--- src/rtl/qerv_rf_seq.sv ---
// Host-side initiator for the nibble-serial register-file RAM interface:
// takes a parallel read/write transaction and runs the serial request/grant/beat protocol.
module qerv_rf_seq #(
  parameter int BITS_PER_CYCLE = 4,
  parameter int csr_regs       = 4,
  localparam int raw   = $clog2(32+csr_regs),
  localparam int BEATS = 32/BITS_PER_CYCLE
) (
  input  logic                      i_clk,
  input  logic                      i_rst,
  input  logic                      i_req_valid,
  output logic                      o_req_ready,
  input  logic                      i_req_write,
  input  logic [raw-1:0]            i_rreg0,
  input  logic [raw-1:0]            i_rreg1,
  input  logic [raw-1:0]            i_wreg0,
  input  logic [raw-1:0]            i_wreg1,
  input  logic                      i_wen0,
  input  logic                      i_wen1,
  input  logic [31:0]               i_wdata0,
  input  logic [31:0]               i_wdata1,
  output logic                      o_rsp_valid,
  output logic [31:0]               o_rdata0,
  output logic [31:0]               o_rdata1,
  output logic                      o_rreq,
  output logic                      o_wreq,
  input  logic                      i_ready,
  output logic [raw-1:0]            o_rreg0,
  output logic [raw-1:0]            o_rreg1,
  output logic [raw-1:0]            o_wreg0,
  output logic [raw-1:0]            o_wreg1,
  output logic                      o_wen0,
  output logic                      o_wen1,
  output logic [BITS_PER_CYCLE-1:0] o_wdata0,
  output logic [BITS_PER_CYCLE-1:0] o_wdata1,
  input  logic [BITS_PER_CYCLE-1:0] i_rdata0,
  input  logic [BITS_PER_CYCLE-1:0] i_rdata1,
  output logic [2:0]                o_dbg_state
);

  localparam int CW = (BEATS > 1) ? $clog2(BEATS) : 1;
  localparam logic [CW-1:0] LAST_BEAT = CW'(BEATS-1);

  typedef enum logic [2:0] {S_IDLE, S_REQ, S_WAIT, S_XFER, S_RSP} state_t;

  state_t          state_q;
  logic [CW-1:0]   cnt_q;
  logic            write_q;
  logic            wen0_q, wen1_q;
  logic            rreq_q, wreq_q, rsp_q;
  logic [raw-1:0]  rreg0_q, rreg1_q, wreg0_q, wreg1_q;
  logic [31:0]     sh0_q, sh1_q;
  logic [31:0]     rdata0_q, rdata1_q;

  always_ff @(posedge i_clk) begin
    if (i_rst) begin
      state_q  <= S_IDLE;
      cnt_q    <= '0;
      write_q  <= 1'b0;
      wen0_q   <= 1'b0;
      wen1_q   <= 1'b0;
      rreq_q   <= 1'b0;
      wreq_q   <= 1'b0;
      rsp_q    <= 1'b0;
      rreg0_q  <= '0;
      rreg1_q  <= '0;
      wreg0_q  <= '0;
      wreg1_q  <= '0;
      sh0_q    <= '0;
      sh1_q    <= '0;
      rdata0_q <= '0;
      rdata1_q <= '0;
    end else begin
      rreq_q <= 1'b0;
      wreq_q <= 1'b0;
      rsp_q  <= 1'b0;
      case (state_q)
        S_IDLE: begin
          if (i_req_valid) begin
            write_q <= i_req_write;
            rreg0_q <= i_rreg0;
            rreg1_q <= i_rreg1;
            wreg0_q <= i_wreg0;
            wreg1_q <= i_wreg1;
            wen0_q  <= i_wen0;
            wen1_q  <= i_wen1;
            sh0_q   <= i_wdata0;
            sh1_q   <= i_wdata1;
            rreq_q  <= ~i_req_write;
            wreq_q  <= i_req_write;
            state_q <= S_REQ;
          end
        end
        S_REQ, S_WAIT: begin
          if (i_ready) begin
            cnt_q   <= '0;
            state_q <= S_XFER;
          end else begin
            state_q <= S_WAIT;
          end
        end
        S_XFER: begin
          // Writes drain LSB-first with zero fill; reads fill from the top so the
          // first (least significant) slice ends up at bit 0.
          if (write_q) begin
            sh0_q <= {{BITS_PER_CYCLE{1'b0}}, sh0_q[31:BITS_PER_CYCLE]};
            sh1_q <= {{BITS_PER_CYCLE{1'b0}}, sh1_q[31:BITS_PER_CYCLE]};
          end else begin
            sh0_q <= {i_rdata0, sh0_q[31:BITS_PER_CYCLE]};
            sh1_q <= {i_rdata1, sh1_q[31:BITS_PER_CYCLE]};
          end
          cnt_q <= cnt_q + 1'b1;
          if (cnt_q == LAST_BEAT) begin
            if (!write_q) begin
              rdata0_q <= {i_rdata0, sh0_q[31:BITS_PER_CYCLE]};
              rdata1_q <= {i_rdata1, sh1_q[31:BITS_PER_CYCLE]};
            end
            rsp_q   <= 1'b1;
            state_q <= S_RSP;
          end
        end
        S_RSP: state_q <= S_IDLE;
        default: state_q <= S_IDLE;
      endcase
    end
  end

  logic wr_xfer;
  assign wr_xfer = (state_q == S_XFER) && write_q;

  assign o_req_ready = (state_q == S_IDLE);
  assign o_rsp_valid = rsp_q;
  assign o_rreq      = rreq_q;
  assign o_wreq      = wreq_q;
  assign o_rdata0    = rdata0_q;
  assign o_rdata1    = rdata1_q;
  assign o_rreg0     = rreg0_q;
  assign o_rreg1     = rreg1_q;
  assign o_wreg0     = wreg0_q;
  assign o_wreg1     = wreg1_q;
  assign o_wen0      = wr_xfer & wen0_q;
  assign o_wen1      = wr_xfer & wen1_q;
  assign o_wdata0    = wr_xfer ? sh0_q[BITS_PER_CYCLE-1:0] : '0;
  assign o_wdata1    = wr_xfer ? sh1_q[BITS_PER_CYCLE-1:0] : '0;
  assign o_dbg_state = state_q;

endmodule
--- config.mk ---
export PLATFORM = sky130hd
export DESIGN_NAME = qerv_rf_seq
export DESIGN_NICKNAME = d
export VERILOG_FILES = /design/src/rtl/qerv_rf_seq.sv
export SDC_FILE = /design/constraint.sdc
export NUM_CORES = 1
export LEC_CHECK = 0
export CAP_MARGIN = 20
export CORE_MARGIN = 10
export CORE_UTILIZATION = 57
export DETAILED_ROUTE_END_ITERATION = 10
export DONT_BUFFER_PORTS = 1
export GPL_ROUTABILITY_DRIVEN = 0
export PLACE_DENSITY = 0.81
export SYNTH_ARGS = -nofsm -noshare
export SYNTH_HDL_FRONTEND = slang
export SYNTH_SLANG_ARGS = --single-unit
--- constraint.sdc ---
create_clock -name i_clk -period 1.6 [get_ports i_clk]
set_input_delay 0.32 -clock i_clk [delete_from_list [all_inputs] [get_ports i_clk]]
set_output_delay 0.32 -clock i_clk [all_outputs]
set_load 0.05 [all_outputs]
# Word-level counts from Yosys, hierarchy flattened
# Index checks and enable logic that the tools add are counted.
dict set report word_totals {
  input_bits 103
  reg_bits 164
  wordCells 58
}
dict set report classes {
  bitwise 7
  n_reduce_logical 12
  eq_ne 7
  muxes 15
  n_addsub 1
}
# cell count
set op_table {}
lappend op_table {{$mux 32} 4}
lappend op_table {{$pmux 32 s2} 2}
lappend op_table {{$mux 3} 3}
lappend op_table {{$pmux 3 s3} 1}
lappend op_table {{$mux 4} 2}
lappend op_table {{$reduce_and 2->1} 4}
lappend op_table {{$eq 3x2->1 const B} 2}
lappend op_table {{$ne 2x2->1 const B} 3}
lappend op_table {{$pmux 3 s2} 1}
lappend op_table {{$not 1->1} 5}
lappend op_table {{$reduce_bool 2->1} 2}
lappend op_table {{$reduce_or 2->1} 2}
lappend op_table {{$add 3x1->3 const B} 1}
lappend op_table {{$eq 3x1->1 const B} 1}
lappend op_table {{$eq 3x3->1 const B} 1}
lappend op_table {{$logic_not 3->1} 1}
lappend op_table {{$reduce_and 3->1} 1}
lappend op_table {{$reduce_or 3->1} 1}
lappend op_table {{$and 1x1->1} 2}
lappend op_table {{$mux 1} 2}
lappend op_table {{$logic_and 1x1->1} 1}

# Depth between registers and ports, before layout
dict set report logic_depth {
  word_depth 4
  ltp_mapped 7
}

# Worst setup path after synthesis
# No wires, ideal clock.
dict set report synth_path {
  path_type {register to output}
  start {reg state_q[0] (netlist: o_dbg_state[0])}
  end {out o_req_ready}
  path_buffers 1
  stages_incl_launch_ff 3
  required_time_ns 1.280
  slack_ns -0.541
  t_arrival_ns 1.821
  cell_sequence {dfxtp_1 buf_2 nor3_1}
}
dict set report synth_between {
  elab_chain_cells 1
}
# element line
set synth_lines {}
lappend synth_lines {{from (decl)} 46} ;# state_t state_q;
lappend synth_lines {{from (signal assigned)} 57} ;# state_q <= S_IDLE;
lappend synth_lines {{from (signal assigned)} 91} ;# state_q <= S_REQ;
lappend synth_lines {{from (signal assigned)} 97} ;# state_q <= S_XFER;
lappend synth_lines {{$logic_not 3->1} 131} ;# assign o_req_ready = (state_q == S_IDLE);
lappend synth_lines {{to (decl)} 12} ;# output logic o_req_ready,
# Every way passes these cells.

# Worst setup path in the final report
dict set report layout_path {
  start {reg state_q[2] (netlist: o_dbg_state[2])}
  end {out o_wdata1[2]}
}
dict set report layout_between {
  elab_chain_cells 3
}
# element line
set layout_lines {}
lappend layout_lines {{$eq 3x2->1} 129} ;# assign wr_xfer = (state_q == S_XFER) && write_q;
lappend layout_lines {{$logic_and 1x1->1} 129}
lappend layout_lines {{$mux 4} 144} ;# assign o_wdata1 = wr_xfer ? sh1_q[BITS_PER_CYCLE-1:0] : '0;
lappend layout_lines {{to (decl)} 35} ;# output logic [BITS_PER_CYCLE-1:0] o_wdata1,
# Every way passes these cells.

==> results.py <==
metrics = {
    "timing": {
        "report.final.slew_viol_count": 0,
        "fmax_mhz": 504,
        "slew_headroom": 0.558,
        "rsz0062_at_grt": "true",
        "layout_min_cycle_time_ns": 1.99,
        "finalHoldViolations": 11,
        "setup_ws_ns": -0.386,
        "hold_slack_ns": -0.0383,
        "clock_skew_ns": 0.00670,
        "tightest_slew_ns": 0.662,
        "finalSetupViolCount": 169,
        "fin_crit_sh": 1.24,
    },
    "status": {
        "violations": "hold timing, setup timing",
        "status": "finished, violations left",
    },
    "layout": {
        "fin_nets": 1002,
        "utilization": 0.894,
        "antennaDiodeCount": 0,
        "drive_above_1_share": 0.465,
        "layout_commonest_cell": "dfxtp_1",
        "mostFrequentLayoutCells": "160 x dfxtp_1, 134 x nand2_1, 70 x nand3_1",
        "multi_input_area_um2": 4390,
        "final_area_um2": 10800,
        "fillers": 486,
        "areaGrowthSynthToFinish_pct": 53.2,
        "register_area_um2": 3300,
    },
    "critical_path": {
        "cpMaxStageDelayCell": "dfxtp_4",
        "worstSetupStartpointType": "flip-flop",
        "critPathArrivalTime_ns": 1.67,
        "critical_path_class": "flip-flop to output port",
        "crit_required_ns": 1.28,
        "crit_chain": "and3b_4, buf_6, buf_12, and3_4",
        "endpoint_kind": "output port",
        "worst-path-max-fanout": 8,
        "max_stage_delay_ns": 0.34,
    },
    "logic_synthesis": {
        "ys_seq_elements": 164,
        "yosysSeqAreaShare": 0.467,
        "syn_nets": 934,
        "yosysTopAreaCellShare": 0.467,
        "syn-cell-area_um2": 7040,
        "synth_warnings": 0,
        "postSynthAreaPerCell_um2": 8.49,
        "yosysTopAreaCell": "dfxtp_1",
        "yosysUniqueCellTypes": 34,
        "synthTopCellsByArea": "dfxtp_1 47%, nand2_1 9.1%, a311oi_2 8.5%",
        "syn_inst": 829,
    },
    "pwr": {
        "p_leak_nw": 3.86,
        "ir_drop_uv": 975,
        "power_density_nw_per_um2": 1070,
    },
    "detailed_routing": {
        "vias_per_cell": 7.18,
        "drt_iter0_drc": 1116,
        "drc_errors": 0,
        "wl_mm": 33.2,
        "drtPass1Iterations": 5,
        "ant_nets": 0,
        "wl_per_cell_um": 30.8,
        "vias": 7735,
    },
    "clock_network": {
        "cts_hold_buf": 1,
        "cts_tree": "built",
        "cts.sinks": 164,
        "htree_levels": 4,
        "path_clk_slew_ns": 0.06,
        "cts_buffers": 17,
        "cts-root-buf": "clkbuf_16",
        "clock_path_buffers": 2,
        "clkLatencyLatePin_ns": 0.44,
    },
    "global_route": {
        "grt_pass1_wl_mm": 37.7,
        "grt_use_total": 0.270,
        "antenna_found_initial": 0,
        "grt_max_degree": 166,
        "gr-total-overflow": 0,
        "grt_pass1_vias": 6652,
    },
    "floorplanning": {
        "num_io_pins": 208,
        "core_area_um2": 12100,
        "dieArea_um2": 17200,
        "die_x_um": 131,
        "initial_core_util": 0.583,
        "rows": 40,
        "die_y_um": 131,
    },
    "place": {
        "port-buffer-count": 0,
        "dpl.hpwl_mm": 13.1,
        "place_area_um2": 7370,
    },
    "hold_path": {
        "hold_path.class": "input pin to flip-flop",
    },
    "run": {
        "maxCapViolations": 0,
    },
}
[power by group]
group / switching [W] / total, W / leakage [nW] / internal (W)
clock: 0.00174 / 0.00427 / 0.294 / 0.00253
sequential: 0.000469 / 0.00483 / 1.34 / 0.00436
combinational: 0.00127 / 0.00249 / 2.23 / 0.00122
total: 0.00348 / 0.0116 / 3.86 / 0.00811
[critical path: cells and delay by family, from the launching register on]
family / cells / cell delay [ns]
flops: 1 / 0.34
simple gates: 2 / 0.64
buf+inv: 2 / 0.24
[cell usage after synthesis, drive strengths merged]
library cell,number
nand3,71
a211oi,9
nor2,2
nor4b,1
nor3b,4
a21oi,93
or4b,1
nand2b,3
nand2,171
and3,10
o21ai,76
nor2b,1
nor3,65
ha,2
dfxtp,164
a311oi,57
and3b,1
a31oi,1
o41ai,1
inv,1
buf,56
nand3b,3
clkbuf,36
[cells by family (layout without fill, tap and decap cells)]
logic type,count (synthesis),in the layout,share of synthesized area
compound gates,237,237,0.238
flops,164,164,0.467
fa+ha+maj,2,2,0.00356
buf+inv,93,174,0.0749
simple gates,333,333,0.217
[stage by stage]
step	setup TNS, ns	total power, W	cells	worst slack, ns
global placement	0	0.00590	960	0.00662
global route	-34.68	0.0118	1078	-0.400
finish	-31.91	0.0116	1078	-0.386
floorplan	0	0.00583	829	0.0174
CTS	-15.69	0.0107	1036	-0.337
detailed placement	-0.392	0.00597	960	-0.0742
[final timing paths]
path | startpoint | to | slack, ns | depth (start not counted)
worst max register to register | o_dbg_state[2]$_SDFFE_PP0P_ | sh0_q[26]$_SDFFE_PP0P_ | -0.30 | 9
worst max-delay path | o_dbg_state[2]$_SDFFE_PP0P_ | o_wdata1[2] | -0.39 | 4
worst min-delay path | i_rst | o_rreg0[5]$_SDFFE_PP0P_ | -0.04 | 1
worst min register to register | o_rdata1[3]$_SDFFE_PP0P_ | o_rdata1[3]$_SDFFE_PP0P_ | 0.46 | 2
[timing repair]
item / in CTS / in global routing
hold endpoints to repair: 153 / 150
setup buffers: 23 / 25
gates resized for setup: 127 / 275
setup endpoints to repair: 50 / 169
pin swaps: 44 / 145
cloned: 21 / 24
[sequential cells by signal, summed over array words and instances (netlist names), 3 cells and up]
register	cells
o_rreg1	6
o_rdata1	32
sh1_q	32
cnt_q	3
sh0_q	32
o_rdata0	32
o_wreg1	6
o_wreg0	6
o_rreg0	6
o_dbg_state	3
[area by class of cell]
cell class | count | area share
Clock buffer | 22 | 0.0431
Timing Repair Buffer | 141 | 0.212
Clock inverter | 10 | 0.0120
Tap cell | 168 | 0.0195
Multi-Input combinational cell | 572 | 0.407
Sequential cell | 164 | 0.306
Inverter | 1 | 0.000348
[per-layer routing]
metal,part of all wire,global-route usage,vias to the layer above
li1,-,-,3140
met1,0.32,0.304,3659
met2,0.48,0.448,747
met3,0.13,0.105,189
met4,0.069,0.109,0
met5,0,0,-
No activity file was read; power rests on OpenSTA's default activity.
